## config.mk

```make
export PLATFORM = sky130hd
export DESIGN_NAME = alu_muldiv_seq
export DESIGN_NICKNAME = d
export VERILOG_FILES = /design/src/rtl/alu_muldiv_seq.sv
export SDC_FILE = /design/constraint.sdc
export NUM_CORES = 1
export LEC_CHECK = 0
export BUFFER_PORTS_ARGS = -buffer_cell sky130_fd_sc_hd__clkbuf_2
export CORE_MARGIN = 5
export CORE_UTILIZATION = 60
export DETAILED_ROUTE_END_ITERATION = 8
export GPL_TIMING_DRIVEN = 0
export PLACE_DENSITY = 0.88
export SETUP_SLACK_MARGIN = 0.02
export SKIP_CTS_REPAIR_TIMING = 1
export SLEW_MARGIN = 20
export SYNTH_ARGS = -nofsm -noshare
export SYNTH_HDL_FRONTEND = slang
export SYNTH_SLANG_ARGS = --single-unit
```

## constraint.sdc

```tcl
create_clock -name clock -period 7.1 [get_ports clock]
set_input_delay 0.71 -clock clock [delete_from_list [all_inputs] [get_ports clock]]
set_output_delay 0.71 -clock clock [all_outputs]
set_load 0.01 [all_outputs]
```

## src/rtl/alu_muldiv_seq.sv

```systemverilog
// Multi-cycle unsigned multiply (shift-add) / divide (restoring) sequencer beside the EX-stage ALU.
// Optional divide path is built only when MULDIV_DIV_EN is defined; otherwise every request is MUL.
module alu_muldiv_seq #(
   parameter int unsigned WIDTH = 16
) (
   input  logic             clock,
   input  logic             reset,
   input  logic             start,
   input  logic             op,
   input  logic [WIDTH-1:0] opa,
   input  logic [WIDTH-1:0] opb,
   output logic             busy,
   output logic             done,
   output logic [WIDTH-1:0] hi,
   output logic [WIDTH-1:0] lo,
   output logic             dz
);

   localparam int unsigned CntW = $clog2(WIDTH) + 1;

   typedef enum logic [1:0] {StIdle, StRun, StDone} state_e;

   state_e            state_q, state_d;
   logic [CntW-1:0]   cnt_q, cnt_d;
   logic [WIDTH-1:0]  acc_q, acc_d;   // partial product high half / running remainder
   logic [WIDTH-1:0]  mq_q, mq_d;     // multiplier shifting out / dividend-quotient
   logic [WIDTH-1:0]  b_q, b_d;       // multiplicand / divisor
   logic [WIDTH-1:0]  hi_q, hi_d;
   logic [WIDTH-1:0]  lo_q, lo_d;

   logic [WIDTH:0]    mul_sum;
   logic [WIDTH-1:0]  mul_acc, mul_mq;
   logic [WIDTH-1:0]  step_acc, step_mq;

   always_comb begin
      mul_sum = {1'b0, acc_q} + (mq_q[0] ? {1'b0, b_q} : {(WIDTH + 1){1'b0}});
      mul_acc = mul_sum[WIDTH:1];
      mul_mq  = {mul_sum[0], mq_q[WIDTH-1:1]};
   end

`ifdef MULDIV_DIV_EN
   logic              op_q, op_d;
   logic              dz_q, dz_d;
   logic [WIDTH:0]    rem_sh;
   logic [WIDTH+1:0]  trial;
   logic              borrow;
   logic [WIDTH-1:0]  div_acc, div_mq;

   always_comb begin
      rem_sh  = {acc_q, mq_q[WIDTH-1]};
      trial   = {1'b0, rem_sh} - {2'b00, b_q};
      borrow  = trial[WIDTH+1];
      // rem_sh < 2*divisor, so when the trial borrows the dropped MSB is always 0
      div_acc = borrow ? rem_sh[WIDTH-1:0] : trial[WIDTH-1:0];
      div_mq  = {mq_q[WIDTH-2:0], ~borrow};
      step_acc = op_q ? div_acc : mul_acc;
      step_mq  = op_q ? div_mq : mul_mq;
   end

   assign dz = dz_q;
`else
   logic unused_op;

   assign unused_op = op;
   assign step_acc  = mul_acc;
   assign step_mq   = mul_mq;
   assign dz        = 1'b0;
`endif

   always_comb begin
      state_d = state_q;
      cnt_d   = cnt_q;
      acc_d   = acc_q;
      mq_d    = mq_q;
      b_d     = b_q;
      hi_d    = hi_q;
      lo_d    = lo_q;
`ifdef MULDIV_DIV_EN
      op_d    = op_q;
      dz_d    = dz_q;
`endif
      unique case (state_q)
         StIdle: begin
            if (start) begin
               acc_d   = '0;
               cnt_d   = CntW'(WIDTH);
               b_d     = opa;
               mq_d    = opb;
               state_d = StRun;
`ifdef MULDIV_DIV_EN
               op_d = op;
               if (op) begin
                  b_d  = opb;
                  mq_d = opa;
                  if (opb == '0) begin
                     hi_d    = opa;
                     lo_d    = '1;
                     dz_d    = 1'b1;
                     state_d = StDone;
                  end
               end
`endif
            end
         end
         StRun: begin
            acc_d = step_acc;
            mq_d  = step_mq;
            cnt_d = cnt_q - CntW'(1);
            if (cnt_q == CntW'(1)) begin
               hi_d    = step_acc;
               lo_d    = step_mq;
               state_d = StDone;
`ifdef MULDIV_DIV_EN
               dz_d = 1'b0;
`endif
            end
         end
         StDone:  state_d = StIdle;
         default: state_d = StIdle;
      endcase
   end

   always_ff @(posedge clock) begin
      if (!reset) begin
         state_q <= StIdle;
         cnt_q   <= '0;
         acc_q   <= '0;
         mq_q    <= '0;
         b_q     <= '0;
         hi_q    <= '0;
         lo_q    <= '0;
`ifdef MULDIV_DIV_EN
         op_q    <= 1'b0;
         dz_q    <= 1'b0;
`endif
      end else begin
         state_q <= state_d;
         cnt_q   <= cnt_d;
         acc_q   <= acc_d;
         mq_q    <= mq_d;
         b_q     <= b_d;
         hi_q    <= hi_d;
         lo_q    <= lo_d;
`ifdef MULDIV_DIV_EN
         op_q    <= op_d;
         dz_q    <= dz_d;
`endif
      end
   end

   assign busy = (state_q != StIdle);
   assign done = (state_q == StDone);
   assign hi   = hi_q;
   assign lo   = lo_q;

endmodule
```

Word level (Yosys, flattened, before mapping):

Cells that the tools add are included.

* add/sub/neg operators: 2
* eq/ne operators: 5
* mux-type cells: 10
* reductions and logical operators: 7

Operators with widths (number)
* 16-bit case mux with 2 select lines: 2
* 16-bit 2-to-1 mux: 3
* 16-bit by 16-bit adder with 17-bit output: 1
* 5-bit case mux with 2 select lines: 1
* 2-bit AND reduction: 4
* 5-bit by 1-bit == test with 1-bit output, second input constant: 1
* 5-bit 2-to-1 mux: 1
* 5-bit by 1-bit subtractor with 5-bit output, second input constant: 1
* 2-bit 2-to-1 mux: 2
* 2-bit != test, second input constant: 2
* 2-bit case mux with 2 select lines: 1
* 2-bit nonzero test: 2
* 2-bit by 1-bit == test with 1-bit output, second input constant: 1
* 2-bit == test, second input constant: 1
* 2-bit logical NOT: 1

* bits in registers: 87
* output and inout bits: 35
* logic and storage cells: 31

Depth between registers and ports, before layout:

Gate-level depths: netlist of run 1.

* depth in word-level cells: 3
* mapped depth: 10

Least setup slack after synthesis of run 1:

No wires, ideal clock.

* kind: register to register
* from: register mq_q[0]
* to: register acc_q[15]
* library setup time: 0.123 ns
* data arrival time: 2.163 ns
* path slack: 4.815 ns
* stages on the path, launching flop included: 11
* buffers on the path: 1
* period minus slack after synthesis: 2.285 ns
* path through: dfxtp_1 clkbuf_1 and2_1 ha_1 fa_1 a21oi_1 o211ai_1 a31oi_2 o21ai_0 a21oi_1 o21ai_0

* longest elaborated chain between the ends: 3

RTL lines
* start: declaration: line 26 `logic [WIDTH-1:0] mq_q, mq_d;`
* start signal: assignment: line 140 `mq_q <= mq_d;`
* 16-bit 2-to-1 mux: line 36 `mul_sum = {1'b0, acc_q} + (mq_q[0] ? {1'b0, b_q} : {(WIDTH + 1){1'b0}});`
* 16-bit by 16-bit adder with 17-bit output: line 36
* 16-bit case mux with 2 select lines: line 82 `unique case (state_q)`
* end signal: assignment: line 127 `acc_q <= '0;`
* end signal: assignment: line 139 `acc_q <= acc_d;`
* end: declaration: line 25 `logic [WIDTH-1:0] acc_q, acc_d;`

Every way passes these cells.
A chain may end at the register's enable or synchronous reset.

Worst setup path after layout of run 1:

Ends and elaborated chain as after synthesis.

==> Implementation_results.wiki, run 1 <==
{| class="wikitable"
! Metric !! Value
|-
| Run status || finished clean
|-
| DIE AREA || roughly 8500 sq um
|-
| Hold path endpoint || hi[8]
|-
| Number of nets in the final layout || 640
|-
| Met1 Wirelength || between 4000 and 5000 microns
|-
| Leak || between 0.0015 and 0.002 uW
|-
| Number of buffers inserted during clock tree synthesis || 9
|-
| Reg-to-reg startpoint || mq_q[0]
|-
| CTS Buffer Depth || 2
|-
| Number of pins exceeding their max-slew limit in the final report || 0
|-
| Final sum of negative setup slack || 0 ps
|-
| Final-report hold violation count || 0
|-
| Post-route minimum period || about 2900 ps
|-
| Number of antenna violations at the first check in global routing || 0
|-
| Crit. End Element || flip-flop
|-
| Most used flip-flop cell after synthesis || sky130_fd_sc_hd__dfxtp_1
|-
| Sequential area share after synthesis || about 43%
|-
| H-tree depth || 3
|-
| DIE WIDTH || 92.1 microns
|-
| Residual overflow from global routing || 0
|-
| Relative contribution of sequential cells to total power || between 50% and 60%
|-
| Largest area contributor in the synthesized netlist || sky130_fd_sc_hd__dfxtp_1
|-
| Final antenna diode count || 0
|-
| Pin count of the biggest net entering global routing || 16
|-
| 1st-pass router iterations || 6
|-
| Power density over the cells || 214 nW/um^2
|-
| Routed wire per std cell || 16.3 microns
|-
| Ys Warns || 0
|-
| Tightest Hold Check Type || flip-flop to flip-flop
|-
| Via-per-instance ratio || approximately 6
|-
| Synthesized net count || 561
|-
| Final Setup Violations || 0
|-
| Met2 wire length || 5120 microns
|-
| Number of core rows || 30
|-
| DRT antenna net count || 0
|-
| Maximum fanout along the worst path || 10
|-
| Portion of synthesized cell area occupied by the leading cell type || 43.1%
|-
| Critical Setup Path Class || flip-flop to flip-flop
|-
| Clock network fraction of total power || 38.0%
|-
| Share of the clock period used by the worst path after layout || between 40% and 50%
|-
| Clk_lat worst skew || 370 ps
|-
| Reg2reg setup slack || 4180 ps
|-
| Number of global-route vias before repair || 3680
|-
| Internal Pwr Total || 740 uW
|-
| Fraction of registers with async set or reset after synthesis || 0%
|-
| Met3 WL post-DR || between 800 and 900 microns
|-
| Final design utilization || 70.3%
|-
| Critical path data arrival time || 3160 ps
|-
| Total Power || 1010 uW
|-
| Ranking of synthesized cells by area || sky130_fd_sc_hd__dfxtp_1 43%, sky130_fd_sc_hd__nand2_1 11%, sky130_fd_sc_hd__a21oi_1 10%
|-
| Worst endpoint required time || 7350 ps
|-
| Net switching power figure || 265 uW
|-
| CTS clk-pin slew, worst paths || about 90 ps
|-
| Total global-route track usage || 26.6%
|-
| Detailed-route DRC error count || 0
|-
| Setup skew after layout || 13.0 ps
|-
| Drt first-iter violations || about 270
|-
| Detail Placement HPWL || approximately 7900 microns
|-
| Number of sinks driven by the clock tree || 87
|-
| Top layer used by detailed routing || met4
|-
| Register bit count reported by yosys || 87
|-
| Clock tree from TritonCTS || built
|-
| Combinational share of power || 10.3%
|-
| DIE HEIGHT || 92.1 microns
|-
| Terminus of the critical flop-to-flop path || acc_q[15]
|-
| Routability-driven placement congestion ratio || 0.942
|-
| Highest Clock Rate || around 340 MHz
|-
| Max-cap check violation count || 0
|-
| WHS Path Cells || 2
|-
| Initial Util || between 60% and 70%
|-
| Avg Inst Size Synth || 7.99 sq um
|-
| Unrepaired setup endpoints after global routing || no
|-
| Pin slew with the least headroom to its limit || 758 ps
|-
| Buffers added on ports || a little under 70
|-
| Total Wirelength || 10900 microns
|-
| Fraction of layout cells with a size suffix above 1 || 17.7%
|-
| Global-route wire length before repair || 17900 microns
|-
| Startpoint type of the worst setup path || flip-flop
|-
| Sw frac || a little over a quarter
|-
| Number of flops mapped to enable cells by yosys || 0
|-
| Total I/O pin count || 71
|-
| Total placed cells including tap cells || approximately 650
|-
| Number of cells on the worst reg-to-reg path || 10
|-
| Worst IR Drop VDD || 0.160 mV
|-
| Core area || 6680 sq um
|-
| Cell area after technology mapping || between 4000 and 5000 sq um
|-
| Count of mapped cells out of synthesis || 506
|-
| Layout overhead on the synthesized area || 16.2%
|-
| Clock root cell || sky130_fd_sc_hd__clkbuf_8
|-
| Count of vias placed by the detailed router || 3968
|-
| Post-Layout Cell Count || 669
|-
| Number of distinct library cells after synthesis || 52
|-
| Relative max-transition margin || between 40% and 50%
|-
| Worst hold start || hi[8]
|}
==> cell type report <==
type                            instances  area (sq um)
Clock inverter                          6          92.6
Tap cell                               80           100
Inverter                                6          22.5
Timing Repair Buffer                   68           340
Sequential cell                        87          1740
Multi-Input combinational cell        381          2140
Buffer                                 32           136
Fill cell                             556          1980
Clock buffer                            9           124
==> synthesized netlist by cell type (all sizes together) (2+ instances only) <==
cell and instances:
a211oi 5, a21o 2, a21oi 83, a22oi 16, a31oi 4, and2 21, buf 12, clkbuf 20
dfxtp 87, ha 18, inv 6, nand2 118, nand3 19, nand3b 2, nand4 4, nand4b 2
nor2 21, nor2b 2, nor3 5, nor4b 2, o211a 2, o211ai 5, o21a 2, o21ai 20
or2 2, or3 3, or4 2, xnor2 8, xor2 2
==> cell families (layout without fill, tap and decap cells) <==
family                   count (synthesis)  in the layout  share of synthesized area, %
flip-flops                              87             87                          43.1
adder cells (fa/ha/maj)                 19             19                          6.07
other                                    1              1                        0.0928
AND/OR/NAND/NOR                        207            207                          23.6
XOR/XNOR                                10             10                          2.17
AO/OA/AOI/OAI                          144            144                          21.1
buffers and inverters                   38            121                          3.93
==> stage by stage <==
stage / hold slack (ps) / setup slack, ps / instance area (sq um)
final: 457 / 4180 / 4700
after global routing: 488 / 3970 / 4700
after CTS: 460 / 4230 / 4700
after detailed placement: 447 / 4300 / 4480
after global placement: 440 / 4400 / 4480
after floorplan: 432 / 4810 / 4040
==> cell usage in the layout (no fill, tap or decap), types with 2 or more instances in the layout <==
master / synthesis / final
sky130_fd_sc_hd__nand2_1: 117 / 117
sky130_fd_sc_hd__dfxtp_1: 87 / 87
sky130_fd_sc_hd__a21oi_1: 83 / 83
sky130_fd_sc_hd__clkbuf_2: 0 / 68
sky130_fd_sc_hd__and2_1: 21 / 21
sky130_fd_sc_hd__clkbuf_1: 20 / 20
sky130_fd_sc_hd__nor2_1: 20 / 20
sky130_fd_sc_hd__nand3_1: 19 / 19
sky130_fd_sc_hd__o21ai_0: 18 / 18
sky130_fd_sc_hd__ha_1: 18 / 18
sky130_fd_sc_hd__a22oi_1: 16 / 16
sky130_fd_sc_hd__clkbuf_8: 0 / 9
sky130_fd_sc_hd__xnor2_1: 8 / 8
sky130_fd_sc_hd__buf_2: 7 / 7
sky130_fd_sc_hd__inv_1: 6 / 6
sky130_fd_sc_hd__o211ai_1: 5 / 5
sky130_fd_sc_hd__nor3_1: 5 / 5
sky130_fd_sc_hd__a211oi_1: 4 / 4
sky130_fd_sc_hd__nand4_1: 4 / 4
sky130_fd_sc_hd__buf_1: 3 / 3
sky130_fd_sc_hd__a31oi_1: 3 / 3
sky130_fd_sc_hd__nor2b_1: 2 / 2
sky130_fd_sc_hd__buf_4: 2 / 2
sky130_fd_sc_hd__nand4b_1: 2 / 2
sky130_fd_sc_hd__o211a_1: 2 / 2
sky130_fd_sc_hd__nand3b_1: 2 / 2
sky130_fd_sc_hd__or3_2: 2 / 2
sky130_fd_sc_hd__xor2_1: 2 / 2
sky130_fd_sc_hd__o21a_1: 2 / 2
sky130_fd_sc_hd__or2_2: 2 / 2
sky130_fd_sc_hd__clkinvlp_4: 0 / 2
sky130_fd_sc_hd__inv_6: 0 / 2
sky130_fd_sc_hd__bufinv_16: 0 / 2
==> flip-flops by register name, indices dropped and copies added, names as in the netlist <==
register  flops
cnt_q         5
mq_q         16
state_q       2
hi           16
lo           16
b_q          16
acc_q        16
==> worst max-delay path: stages, from the launching register on <==
cell and delay (ps):
sky130_fd_sc_hd__dfxtp_1 420, sky130_fd_sc_hd__clkbuf_1 240, sky130_fd_sc_hd__and2_1 190, sky130_fd_sc_hd__ha_1 220, sky130_fd_sc_hd__fa_1 460, sky130_fd_sc_hd__a21oi_1 210, sky130_fd_sc_hd__o211ai_1 170, sky130_fd_sc_hd__a31oi_2 340
sky130_fd_sc_hd__o21ai_0 190, sky130_fd_sc_hd__a21oi_1 260, sky130_fd_sc_hd__o21ai_0 120
==> worst max-delay path by stage <==
stage / startpoint / endpoint / slack (ps) / cells past startpoint
5_1_grt: mq_q[0] / acc_q[15] / 3970 / 10
3_5_place_dp: mq_q[0] / acc_q[15] / 4300 / 10
6_report: mq_q[0] / acc_q[15] / 4180 / 10
4_1_cts: mq_q[0] / acc_q[15] / 4230 / 10
3_3_place_gp: mq_q[0] / acc_q[15] / 4400 / 10
2_1_floorplan: mq_q[0] / acc_q[15] / 4810 / 10
==> power by group through the flow <==
stage / Clock, uW / Combinational (uW) / Sequential (uW)
2_1_floorplan: 0 / 66.5 / 527
3_3_place_gp: 0 / 97.0 / 529
3_5_place_dp: 0 / 101 / 530
4_1_cts: 383 / 102 / 519
5_1_grt: 408 / 115 / 522
6_report: 382 / 104 / 519
==> routing by layer <==
layer  up-vias  GRT usage (%)
li1       1910              -
met1      1854           36.1
met2       176           41.3
met3        28           4.92
met4         0           11.9
met5         -              0
Note: power is estimated with default switching activity, not from simulation.
==> run 2, diff against run 1 <==
- CORE_UTILIZATION: 60 -> 56
- PLACE_DENSITY: 0.88 -> 0.83
- clock period: 7.1 -> 2.8 ns (I/O delays scaled with it)
==> Implementation_results.wiki, run 2 (same netlist as run 1, synthesis figures left out) <==
{| class="wikitable"
! Metric !! Value
|-
| Total Power || 2500 uW (+150%)
|-
| Worst IR Drop VDD || 0.329 mV (+100%)
|-
| Setup slack at placement || 73.4 ps (-4220 ps)
|-
| Crit. End Element || flip-flop
|-
| Highest-count cells in the layout ignoring fill and taps || 117 x sky130_fd_sc_hd__nand2_1, 86 x sky130_fd_sc_hd__dfxtp_1, 82 x sky130_fd_sc_hd__a21oi_1, 69 x sky130_fd_sc_hd__clkbuf_2, 21 x sky130_fd_sc_hd__and2_1
|-
| DIE AREA || 9020 sq um (+6.4%)
|-
| Worst hold start || opa[5]
|-
| Startpoint type of the worst setup path || flip-flop
|-
| Number of sinks driven by the clock tree || 87 (unchanged)
|-
| Run status || finished clean
|-
| Relative contribution of sequential cells to total power || 52.7% (+1.1 points)
|-
| Setup skew after layout || 13.9 ps (+0.960 ps)
|-
| Worst endpoint required time || 3050 ps (-4300 ps)
|-
| Number of buffers inserted during clock tree synthesis || 9 (unchanged)
|-
| Cell with the largest stage delay on the worst path || sky130_fd_sc_hd__fa_1
|-
| Number of buffers and inverters on the critical path || 2 (+1)
|-
| Final-report hold violation count || 0 (unchanged)
|-
| Final setup slack of the worst path || 195 ps (-3990 ps)
|-
| Post-Layout Cell Count || 691 (+3.3%)
|-
| Total I/O pin count || 71 (unchanged)
|-
| Clk_lat worst skew || 370 ps (about the same)
|-
| Series of cell instances along the critical path || clkbuf_2, and2_1, ha_1, fa_1, a21oi_2, o211ai_1, a31oi_2, buf_4, xnor2_1, a32o_1
|-
| 1st-pass router iterations || 5 (-1)
|-
| Number of cells on the worst reg-to-reg path || 10 (unchanged)
|-
| Detailed-route DRC error count || 0 (unchanged)
|-
| Layout overhead on the synthesized area || 17.2%
|-
| Total Wirelength || 10700 microns (-2.2%)
|-
| Post-route minimum period || 2610 ps (-313 ps)
|-
| Detail Placement HPWL || 7910 microns (-0.39%)
|-
| Total placed cells including tap cells || 673 (+2.9%)
|-
| Maximum fanout along the worst path || 10 (unchanged)
|-
| Count of vias placed by the detailed router || 3903 (-1.6%)
|-
| Number of pins exceeding their max-slew limit in the final report || 0 (unchanged)
|-
| Routed wire per std cell || 15.4 microns (-5.3%)
|-
| Power density over the cells || 528 nW/um^2 (+150%)
|-
| Residual overflow from global routing || 0 (unchanged)
|-
| Core area || 7140 sq um (+6.8%)
|-
| Placed inst area || 4510 sq um (+0.53%)
|-
| Leak || 0.00190 uW (+0.60%)
|-
| Fraction of layout cells with a size suffix above 1 || 18.6% (+0.92 points)
|-
| Initial Util || 56.6% (-3.9 points)
|-
| Number of nets in the final layout || 642 (+0.31%)
|-
| Critical path data arrival time || 2860 ps (-300 ps)
|-
| Clock root cell || sky130_fd_sc_hd__clkbuf_8
|-
| Pin count of the biggest net entering global routing || 18 (+2)
|-
| Tightest Hold Check Type || input pin to flip-flop
|-
| Commonest non-fill, non-tap cell in the layout || sky130_fd_sc_hd__nand2_1
|-
| Reg2reg setup slack || 190 ps (-3990 ps)
|-
| Relative max-transition margin || 42.6% (-6.5 points)
|-
| Final antenna diode count || 0 (unchanged)
|-
| Total global-route track usage || 24.0% (-2.7 points)
|-
| Number of antenna violations at the first check in global routing || 0 (unchanged)
|-
| Pin slew with the least headroom to its limit || 855 ps (+96.8 ps)
|-
| Via-per-instance ratio || 5.65 (-4.8%)
|-
| Critical Setup Path Class || flip-flop to flip-flop
|-
| Clock tree from TritonCTS || built
|-
| Drt first-iter violations || 242 (-11%)
|-
| Number of global-route vias before repair || 3595 (-2.3%)
|-
| Combinational share of power || 10.4% (about the same)
|-
| Net switching power figure || 696 uW (+160%)
|-
| Buffers added on ports || 68 (unchanged)
|-
| Routability-driven placement congestion ratio || 0.962 (+2.1%)
|-
| Hold path endpoint || b_q[5]
|-
| DIE HEIGHT || 95.0 microns (+3.1%)
|-
| Highest Clock Rate || 384 MHz (+12%)
|-
| Internal Pwr Total || 1800 uW (+140%)
|-
| Top Family by Delay on Critical Path || compound AO/OA/AOI/OAI gates
|-
| Total of fill cells in the finished design || 647 (+16%)
|-
| DRT antenna net count || 0 (unchanged)
|-
| Terminus of the critical flop-to-flop path || acc_q[11]
|-
| Sw frac || 27.8% (+1.5 points)
|-
| Max-cap check violation count || 0 (unchanged)
|-
| DIE WIDTH || 95.0 microns (+3.1%)
|-
| Share of the clock period used by the worst path after layout || 93.0% (+52 points)
|-
| Final Setup Violations || 0 (unchanged)
|-
| Unrepaired setup endpoints after global routing || no
|-
| Clock network fraction of total power || 36.9% (-1.1 points)
|-
| Global-route wire length before repair || 16700 microns (-6.9%)
|-
| CTS clk-pin slew, worst paths || 100 ps (about the same)
|-
| WHS Path Cells || 3 (+1)
|-
| H-tree depth || 3 (unchanged)
|-
| CTS Buffer Depth || 2 (unchanged)
|-
| Reg-to-reg startpoint || mq_q[0]
|-
| Delay of the slowest cell on the worst path || 440 ps (-20 ps)
|-
| Number of core rows || 31 (+3.3%)
|-
| Post-layout instance area || 4740 sq um (+0.80%)
|}
==> run 2: worst max path at each step <==
stage	startpoint	to	slack [ps]	depth (start not counted)
finish	mq_q[0]	acc_q[11]	190	10
global route	mq_q[0]	hi[11]	20	11
CTS	mq_q[0]	acc_q[15]	-40	10
detailed placement	mq_q[0]	acc_q[15]	70	10
global placement	mq_q[0]	acc_q[15]	120	10
floorplan	mq_q[0]	acc_q[15]	510	10
==> run 2: area by class of cell <==
cell class | count | area, sq um | share of cell area, %
clock inverter | 7 | 85.1 | 1.80
buffer | 32 | 138 | 2.91
multi-input combinational | 381 | 2150 | 45.3
clock buffer | 9 | 124 | 2.61
inverter | 6 | 22.5 | 0.475
sequential | 87 | 1740 | 36.8
tap | 99 | 124 | 2.61
timing repair buffer | 70 | 355 | 7.50
==> run 2: metal layers <==
| metal | vias up | track usage, % | part of all wire (%) |
|---|---|---|---|
| met5 | - | 0 | 0 |
| met2 | 150 | 38.6 | 48 |
| met4 | 0 | 10.9 | 2.8 |
| li1 | 1908 | - | - |
| met3 | 28 | 4.54 | 7.1 |
| met1 | 1817 | 31.0 | 43 |
==> run 2: power by group through the flow <==
stage	Combinational (uW)	Clock (uW)	Sequential (uW)
after floorplan	169	0	1340
after global placement	246	0	1340
after detailed placement	256	0	1340
after CTS	258	932	1310
after global routing	288	986	1320
final	261	923	1320
==> run 2: tightest hold or removal path, delay by kind of cell <==
kind / cells / cell delay [ps]
AND/OR/NAND/NOR: 1 / 40
AO/OA/AOI/OAI: 1 / 50
buffers and inverters: 1 / 80
==> run 2: stage by stage <==
stage / utilization (%) / hold WS, ps / setup TNS (ps)
global placement: 63.1 / 439 / 0
floorplan: - / 416 / 0
CTS: 66.1 / 114 / -66.5
finish: 66.4 / 125 / 0
global route: 66.4 / 116 / 0
detailed placement: 63.1 / 445 / 0
